### src/rtl/config_sequencer.sv
// config_sequencer: replays a host-loaded table of (configId, chainId, configData)
// entries onto the instrumentation reconfiguration interface. Before tracing is
// dropped it stalls upstream for a fixed drain period so no traced vector is in
// flight while the downstream units rewrite their config bytes.
module config_sequencer #(
    parameter int unsigned TABLE_DEPTH  = 16,
    parameter int unsigned MAX_CHAINS   = 4,
    parameter int unsigned DRAIN_CYCLES = 8,
    parameter logic [7:0]  IDLE_ID      = 8'hFF,
    localparam int unsigned CHAIN_W     = $clog2(MAX_CHAINS),
    localparam int unsigned AW          = $clog2(TABLE_DEPTH)
) (
    input  logic               clk,
    input  logic               rst_n,
    input  logic               wr_en,
    input  logic [AW-1:0]      wr_addr,
    input  logic [7:0]         wr_config_id,
    input  logic [CHAIN_W-1:0] wr_chain_id,
    input  logic [7:0]         wr_data,
    input  logic [AW:0]        num_entries,
    input  logic               start,
    output logic               busy,
    output logic               done,
    output logic               hold_upstream,
    output logic               tracing,
    output logic [7:0]         configId,
    output logic [7:0]         configData,
    output logic [CHAIN_W-1:0] chainId
);

    localparam int unsigned NW = AW + 1;
    localparam int unsigned DW = $clog2(DRAIN_CYCLES) + 1;
    localparam logic [NW-1:0] DEPTH_N    = NW'(TABLE_DEPTH);
    localparam logic [DW-1:0] DRAIN_LAST = DW'(DRAIN_CYCLES - 1);

    localparam logic [2:0] S_IDLE       = 3'd0;
    localparam logic [2:0] S_DRAIN      = 3'd1;
    localparam logic [2:0] S_GUARD_PRE  = 3'd2;
    localparam logic [2:0] S_CONFIG     = 3'd3;
    localparam logic [2:0] S_GUARD_POST = 3'd4;

    logic [2:0]    state;
    logic [NW-1:0] n_q;
    logic [NW-1:0] idx;
    logic [DW-1:0] drain_cnt;
    logic [AW-1:0] rd_addr;
    logic [NW-1:0] n_clamped;
    logic          wr_ok;

    logic [7:0]         tbl_id    [TABLE_DEPTH];
    logic [CHAIN_W-1:0] tbl_chain [TABLE_DEPTH];
    logic [7:0]         tbl_data  [TABLE_DEPTH];

    // Write qualification, entry count clamp and table read index
    always_comb begin
        wr_ok     = wr_en && !busy && (NW'(wr_addr) < DEPTH_N);
        n_clamped = (num_entries > DEPTH_N) ? DEPTH_N : num_entries;
        rd_addr   = idx[AW-1:0];
    end

    // Config table storage; deliberately not reset so contents survive rst_n
    always_ff @(posedge clk) begin
        if (wr_ok) begin
            tbl_id[wr_addr]    <= wr_config_id;
            tbl_chain[wr_addr] <= wr_chain_id;
            tbl_data[wr_addr]  <= wr_data;
        end
    end

    // Sequencer FSM; outputs are registered from the state being entered
    always_ff @(posedge clk or negedge rst_n) begin
        if (!rst_n) begin
            state         <= S_IDLE;
            n_q           <= '0;
            idx           <= '0;
            drain_cnt     <= '0;
            busy          <= 1'b0;
            done          <= 1'b0;
            hold_upstream <= 1'b0;
            tracing       <= 1'b1;
            configId      <= IDLE_ID;
            configData    <= '0;
            chainId       <= '0;
        end else begin
            case (state)
                S_IDLE: begin
                    done <= 1'b0;
                    if (start) begin
                        n_q           <= n_clamped;
                        idx           <= '0;
                        drain_cnt     <= '0;
                        busy          <= 1'b1;
                        hold_upstream <= 1'b1;
                        state         <= S_DRAIN;
                    end
                end
                S_DRAIN: begin
                    if (drain_cnt == DRAIN_LAST) begin
                        tracing  <= 1'b0;
                        configId <= IDLE_ID;
                        state    <= S_GUARD_PRE;
                    end else begin
                        drain_cnt <= drain_cnt + 1'b1;
                    end
                end
                S_GUARD_PRE: begin
                    if (n_q != '0) begin
                        configId   <= tbl_id[rd_addr];
                        chainId    <= tbl_chain[rd_addr];
                        configData <= tbl_data[rd_addr];
                        idx        <= idx + 1'b1;
                        state      <= S_CONFIG;
                    end else begin
                        state <= S_GUARD_POST;
                    end
                end
                S_CONFIG: begin
                    // idx already points one past the entry currently on the bus
                    if (idx == n_q) begin
                        configId   <= IDLE_ID;
                        chainId    <= '0;
                        configData <= '0;
                        state      <= S_GUARD_POST;
                    end else begin
                        configId   <= tbl_id[rd_addr];
                        chainId    <= tbl_chain[rd_addr];
                        configData <= tbl_data[rd_addr];
                        idx        <= idx + 1'b1;
                    end
                end
                S_GUARD_POST: begin
                    tracing       <= 1'b1;
                    hold_upstream <= 1'b0;
                    busy          <= 1'b0;
                    done          <= 1'b1;
                    state         <= S_IDLE;
                end
                default: begin
                    state         <= S_IDLE;
                    busy          <= 1'b0;
                    done          <= 1'b0;
                    hold_upstream <= 1'b0;
                    tracing       <= 1'b1;
                    configId      <= IDLE_ID;
                    configData    <= '0;
                    chainId       <= '0;
                end
            endcase
        end
    end

endmodule

### config.mk
export PLATFORM = sky130hd
export DESIGN_NAME = config_sequencer
export DESIGN_NICKNAME = d
export VERILOG_FILES = /design/src/rtl/config_sequencer.sv
export SDC_FILE = /design/constraint.sdc
export NUM_CORES = 1
export LEC_CHECK = 0
export BUFFER_PORTS_ARGS = -buffer_cell sky130_fd_sc_hd__buf_4
export CORE_MARGIN = 1
export CORE_UTILIZATION = 45
export DETAILED_ROUTE_END_ITERATION = 16
export GPL_ROUTABILITY_DRIVEN = 0
export HOLD_SLACK_MARGIN = 0.15
export MAX_ROUTING_LAYER = met4
export SYNTH_ARGS = -nofsm -noshare
export SYNTH_HDL_FRONTEND = slang
export SYNTH_SLANG_ARGS = --single-unit
### constraint.sdc
create_clock -name clk -period 7 [get_ports clk]
set_clock_uncertainty 0.15 [all_clocks]
set_input_delay 1.05 -clock clk [delete_from_list [all_inputs] [get_ports clk]]
set_output_delay 1.05 -clock clk [all_outputs]
set_load 0.02 [all_outputs]
# ---- Yosys cells after proc, flatten, opt, wreduce, memory -nomap -nowiden
# Memories as Yosys holds them, arrays and structs flattened.
# Index checks and enable logic that the tools add are counted.
dict set report word_totals {
  regBits 38
  mem_bits_rw 288
  inputBits 31
  out_inout_bits 22
  elab_cells 80
  mem_count 3
}
# memory depth width read_ports rd_ports_with_merged_regs wr line_no
set mem_list {}
lappend mem_list {tbl_data 16 8 1 0 1 52} ;# logic [7:0] tbl_data [TABLE_DEPTH];
lappend mem_list {tbl_id 16 8 1 0 1 50} ;# logic [7:0] tbl_id [TABLE_DEPTH];
lappend mem_list {tbl_chain 16 2 1 0 1 51} ;# logic [CHAIN_W-1:0] tbl_chain [TABLE_DEPTH];
dict set report op_classes {
  n_addsub 2
  n_lt_le_gt_ge 1
  eq_ne 12
  mux 30
  bitwise 4
  reduce_logical 18
}
# operator count
set op_table {}
lappend op_table {{8-bit two-way mux} 5}
lappend op_table {{8-bit one-hot mux with 4 select lines} 1}
lappend op_table {{8-bit one-hot mux with 3 select lines} 1}
lappend op_table {{5-bit two-way mux} 4}
lappend op_table {{5-bit one-hot mux with 3 select lines} 1}
lappend op_table {{3-bit two-way mux} 4}
lappend op_table {{2-bit != test, second input constant} 6}
lappend op_table {{3-bit one-hot mux with 4 select lines} 1}
lappend op_table {{3-bit AND reduction} 3}
lappend op_table {{3-bit OR reduction} 3}
lappend op_table {{4-bit two-way mux} 2}
lappend op_table {{4-bit one-hot mux with 2 select lines} 1}
lappend op_table {{2-bit AND reduction} 4}
lappend op_table {{3-bit by 2-bit equality test with 1-bit output, second input constant} 2}
lappend op_table {{1-bit one-hot mux with 2 select lines} 3}
lappend op_table {{2-bit one-hot mux with 3 select lines} 1}
lappend op_table {{5-bit by 1-bit adder with 5-bit output, second input constant} 1}
lappend op_table {{5-bit equality test} 1}
lappend op_table {{5-bit > comparator, second input constant} 1}
lappend op_table {{5-bit nonzero test} 1}
lappend op_table {{4-bit by 1-bit adder with 4-bit output, second input constant} 1}
lappend op_table {{4-bit by 3-bit equality test with 1-bit output, second input constant} 1}
lappend op_table {{1-bit two-way mux} 4}
lappend op_table {{2-bit two-way mux} 2}
lappend op_table {{10 further kinds} 13}

# ---- Longest topological paths before layout
dict set report depth {
  depth_word 4
  ltp_mapped 7
  ltp_nobuf 6
}

# ---- Least setup slack after synthesis
# OpenSTA, ideal clock, no wires.
dict set report synth_timing {
  path_kind {in2reg}
  start {input wr_addr[1]}
  end {memory tbl_chain[0][0] in the netlist's numbering (enable)}
  setup_ns 0.416
  arrival_time_ns 2.752
  t_required_ns 6.434
  path_slack_ns 3.682
  path_stages 2
  n_path_buf 0
  cell_sequence {or3_1 -> nor3_1}
}
# item line_no
set synth_lines {}
lappend synth_lines {{start: declaration} 16} ;# input logic [AW-1:0] wr_addr,
lappend synth_lines {{end: declaration} 51}
# Straight into the memory's write port.

# ---- Worst setup path after layout
dict set report layout_timing {
  start {register idx[0]}
  end {register configData[0]}
}
dict set report layout_via {
  elab_chain_cells 3
  elab_cells_between_ends 5
  classes_between {eq/ne (1); mux (3); memory (1)}
}
# item line_no
set layout_lines {}
lappend layout_lines {{start: declaration} 44} ;# logic [NW-1:0] idx;
lappend layout_lines {{start signal: assignment} 111} ;# idx <= idx + 1'b1;
lappend layout_lines {{start signal: assignment} 128} ;# idx <= idx + 1'b1;
lappend layout_lines {{memory read 16 x 8 bit / 5-bit equality test (equally long branches)} -}
lappend layout_lines {{8-bit two-way mux (on tied branches)} {119, 107}}
lappend layout_lines {{8-bit one-hot mux with 3 select lines (*)} 85} ;# case (state)
lappend layout_lines {{end signal: assignment} 110} ;# configData <= tbl_data[rd_addr];
lappend layout_lines {{end signal: assignment} 127} ;# configData <= tbl_data[rd_addr];
lappend layout_lines {{end: declaration} 27} ;# output logic [7:0] configData,
# Every way passes the cells marked *; elsewhere a longest branch is shown, timed or not. The select of a mux whose other input is x is not followed.
# A chain may end at the register's enable or synchronous reset.

==> impl_metrics.yaml <==
critical_path:
  path_cells: "buf_4 -> mux4_2 -> a22oi_1 -> nand2_1 -> a22o_1"
  cp_slowest_cell: "dfrtp_4"
  critPathMaxFanout: 42
  crit_required_ns: 7.25
  critPathArrivalTime_ns: 3.29
  cp-end-kind: "flip-flop"
  crit_path_start_kind: "flip-flop"
  crit_path_max_incr_delay_ns: 0.98
  crit_type: "reg -> reg"
  reg2reg_depth: 5
global_route:
  globalRouteOverflowTotal: 0
  antenna_found_initial: 0
  grt_usage_pct: 20.41
  grt_pass1_wl_mm: 40.78
  grt_max_degree: 66
  grt_pass1_vias: 6470
layout:
  nets: 721
  drive_above_1_share_pct: 31.60
  fin_cells: 1084
  nFillCells: 2110
  postLayoutCoreUtil_pct: 53.36
  antennaDiodeCount: 0
  regArea_um2: 9615
  multi_input_area_um2: 2809
  syn2layout_area_growth_pct: 15.67
  stdcell_area_um2: 14500
floorplanning:
  core_area_um2: 27180
  fp.dieH_um: 168.9
  std_cell_rows: 60
  start_util_pct: 46.13
  dieArea_um2: 28530
  ios: 53
  die_x_um: 168.9
clock_tree:
  clock_path_buffers: 3
  htreeDepth: 2
  ctsHoldBuffers: 0
  insertion_delay_ns: 0.51
  cts_buffers: 34
  post_cts_resized: 0
  cts_tree: "done"
  cts_post_setup_buffers_inserted: 0
  clock_sinks: 326
  clockRootBuffer: "clkbuf_16"
  cts.clk_slew.worst_paths_ns: 0.06
logic_synthesis:
  async_reset_ff_share_pct: 11.66
  yosysWarnings: 0
  syn_area_um2: 12540
  synthSimpleGateAreaFrac_pct: 3.803
  synthAdderAreaFrac_pct: 0.1996
  synth_top_family_by_area: "multiplexers"
  synth_flop_cell: "edfxtp_1"
  ys_ff_latch: 326
  yosysSeqAreaShare_pct: 76.66
  synth_cells: 613
  yosysTopAreaCellShare_pct: 68.99
  synth_compound_area_share_pct: 4.272
  synth.distinct_cells: 43
  synth_xor_area_share_pct: 0.4891
  syn_area_per_cell_um2: 20.45
  syn_nets: 646
  synth_edf_count: 288
  yosysTopAreaCell: "edfxtp_1"
  synthMuxAreaShare_pct: 13.18
  synth.area.top_cells: "edfxtp_1 69%, mux4_2 13%, dfrtp_1 5.8%"
drt:
  vias: 6190
  dr_wl_met2_mm: 12.61
  drc: 0
  drt_iter0_drc: 434
  first_pass_iters: 5
  viasPerCell: 5.710
  wl_met3_mm: 1.837
  wl_met1_mm: 11.95
  top_layer: "met4"
  avgRoutedWirePerCell_um: 24.96
  ant_nets: 0
  drt-total-wl_mm: 27.06
placed_design:
  dp_cells: 1024
  place_ws_ns: 3.709
  hpwlAfterDp_mm: 14.48
  dpl_cell_area_um2: 13430
  io_buffers: 52
sta:
  setup_viol: 0
  clock.fmax_mhz: 328.3
  rsz0062_at_grt: "no"
  final_hold_viol_count: 0
  tns_ns: 0
  max_slew_margin_pct: 19.31
  period_minus_slack_ns: 3.046
  finalMaxSlewViolations: 0
  fin_crit_sh_pct: 43.51
  layout_setup_ws_ns: 3.954
  worst_pin_slew_ns: 1.205
status:
  status: "complete, no violations"
pwr:
  p_leak_nw: 4.775
  pwr_density_cell_nw_per_um2: 353.8
  ir_drop_uv: 157.9
worst_hold_path:
  worstHoldPathType: "reg -> reg"
  holdPathStages: 2
run:
  cap_violations: 0
## path summary, 6_finish.rpt
check / startpoint / end / slack [ns]
max: idx[0]$_DFFE_PN0P_ / configData[0]$_DFFE_PN0P_ / 3.95
min: configId[7]$_DFFE_PN1P_ / configId[7]$_DFFE_PN1P_ / 0.35
max reg2reg: idx[0]$_DFFE_PN0P_ / configData[0]$_DFFE_PN0P_ / 3.95
min reg2reg: configId[7]$_DFFE_PN1P_ / configId[7]$_DFFE_PN1P_ / 0.35
max in group asynchronous: rst_n / idx[0]$_DFFE_PN0P_ / 5.82
min in group asynchronous: rst_n / configData[7]$_DFFE_PN0P_ / 0.40
## cells in the mapped netlist (7+ instances only)
master,instances
a22o_1,11
a22oi_1,36
a31oi_1,8
buf_2,7
clkbuf_1,15
dfrtp_1,29
dfstp_2,9
edfxtp_1,288
mux4_2,72
nand2_1,34
nor2_1,30
xor2_1,7
## stage by stage
stage / hold WS, ns / total power, mW
detailed placement: 0.3454 / 3.461
CTS: 0.3521 / 5.177
global route: 0.3678 / 5.343
global placement: 0.3439 / 3.438
floorplan: 0.3275 / 3.153
finish: 0.3519 / 5.130
## cells by family (layout without fill, tap and decap cells)
group,after synthesis,after routing
buf+inv,34,133
xor+xnor,7,7
simple gates,97,97
mux,75,75
fa+ha+maj,2,2
flops,326,326
compound gates,72,72
## cell usage in the layout, fill, tap and decap left out, types with 2 or more instances in the layout
cell type / n
nor2b_2: 2
a21o_1: 2
a31oi_1: 8
dfstp_2: 9
nor3_2: 4
or3_1: 2
clkinvlp_4: 2
nand4b_1: 2
o31ai_1: 3
clkinv_1: 7
inv_1: 3
and3_1: 2
clkbuf_16: 36
nor2_1: 17
nor2_2: 13
clkbuf_1: 6
nand2_1: 34
buf_4: 70
xor2_1: 7
or4_1: 2
a21oi_1: 5
ha_1: 2
a22oi_1: 36
clkbuf_8: 4
mux2i_1: 2
nand3_1: 2
edfxtp_1: 288
mux4_2: 72
dfrtp_1: 27
a22o_1: 11
nand4_1: 2
o21ai_0: 3
clkinv_2: 3
nand2b_1: 5
nand3b_1: 4
## worst max-delay path, delay by kind of cell, from the launching register on
family                 cells  cell delay [ns]
DFF                        1             0.98
muxes                      1             0.59
buffers and inverters      1             0.70
and+or+nand+nor            1             0.08
AOI/OAI and AO/OA          2             0.39
## area by class of cell
cell class	count	share of cell area, %
sequential	326	66.31
timing repair buffer	70	3.624
clock inverter	14	0.6558
clock buffer	46	6.748
tap	372	3.210
inverter	3	0.07766
multi-input combinational	253	19.37
## per-layer routing
layer	track usage, %	vias up
li1	-	2675
met2	30.99	205
met1	27.59	3260
met3	4.863	50
met5	-	-
met4	6.087	0
## power by group
group	switching [mW]	internal (mW)
Sequential	0.151	2.23
Combinational	0.510	0.514
Clock	0.710	1.02
## flip-flops by register name, indices dropped and copies added, names as in the netlist, 3 cells and up
signal and cells:
tbl_data 128, configData 8, tbl_id 128, idx 5
tbl_chain 32, state 3, configId 8, n_q 5
drain_cnt 4
(Power assumes the default switching activity.)
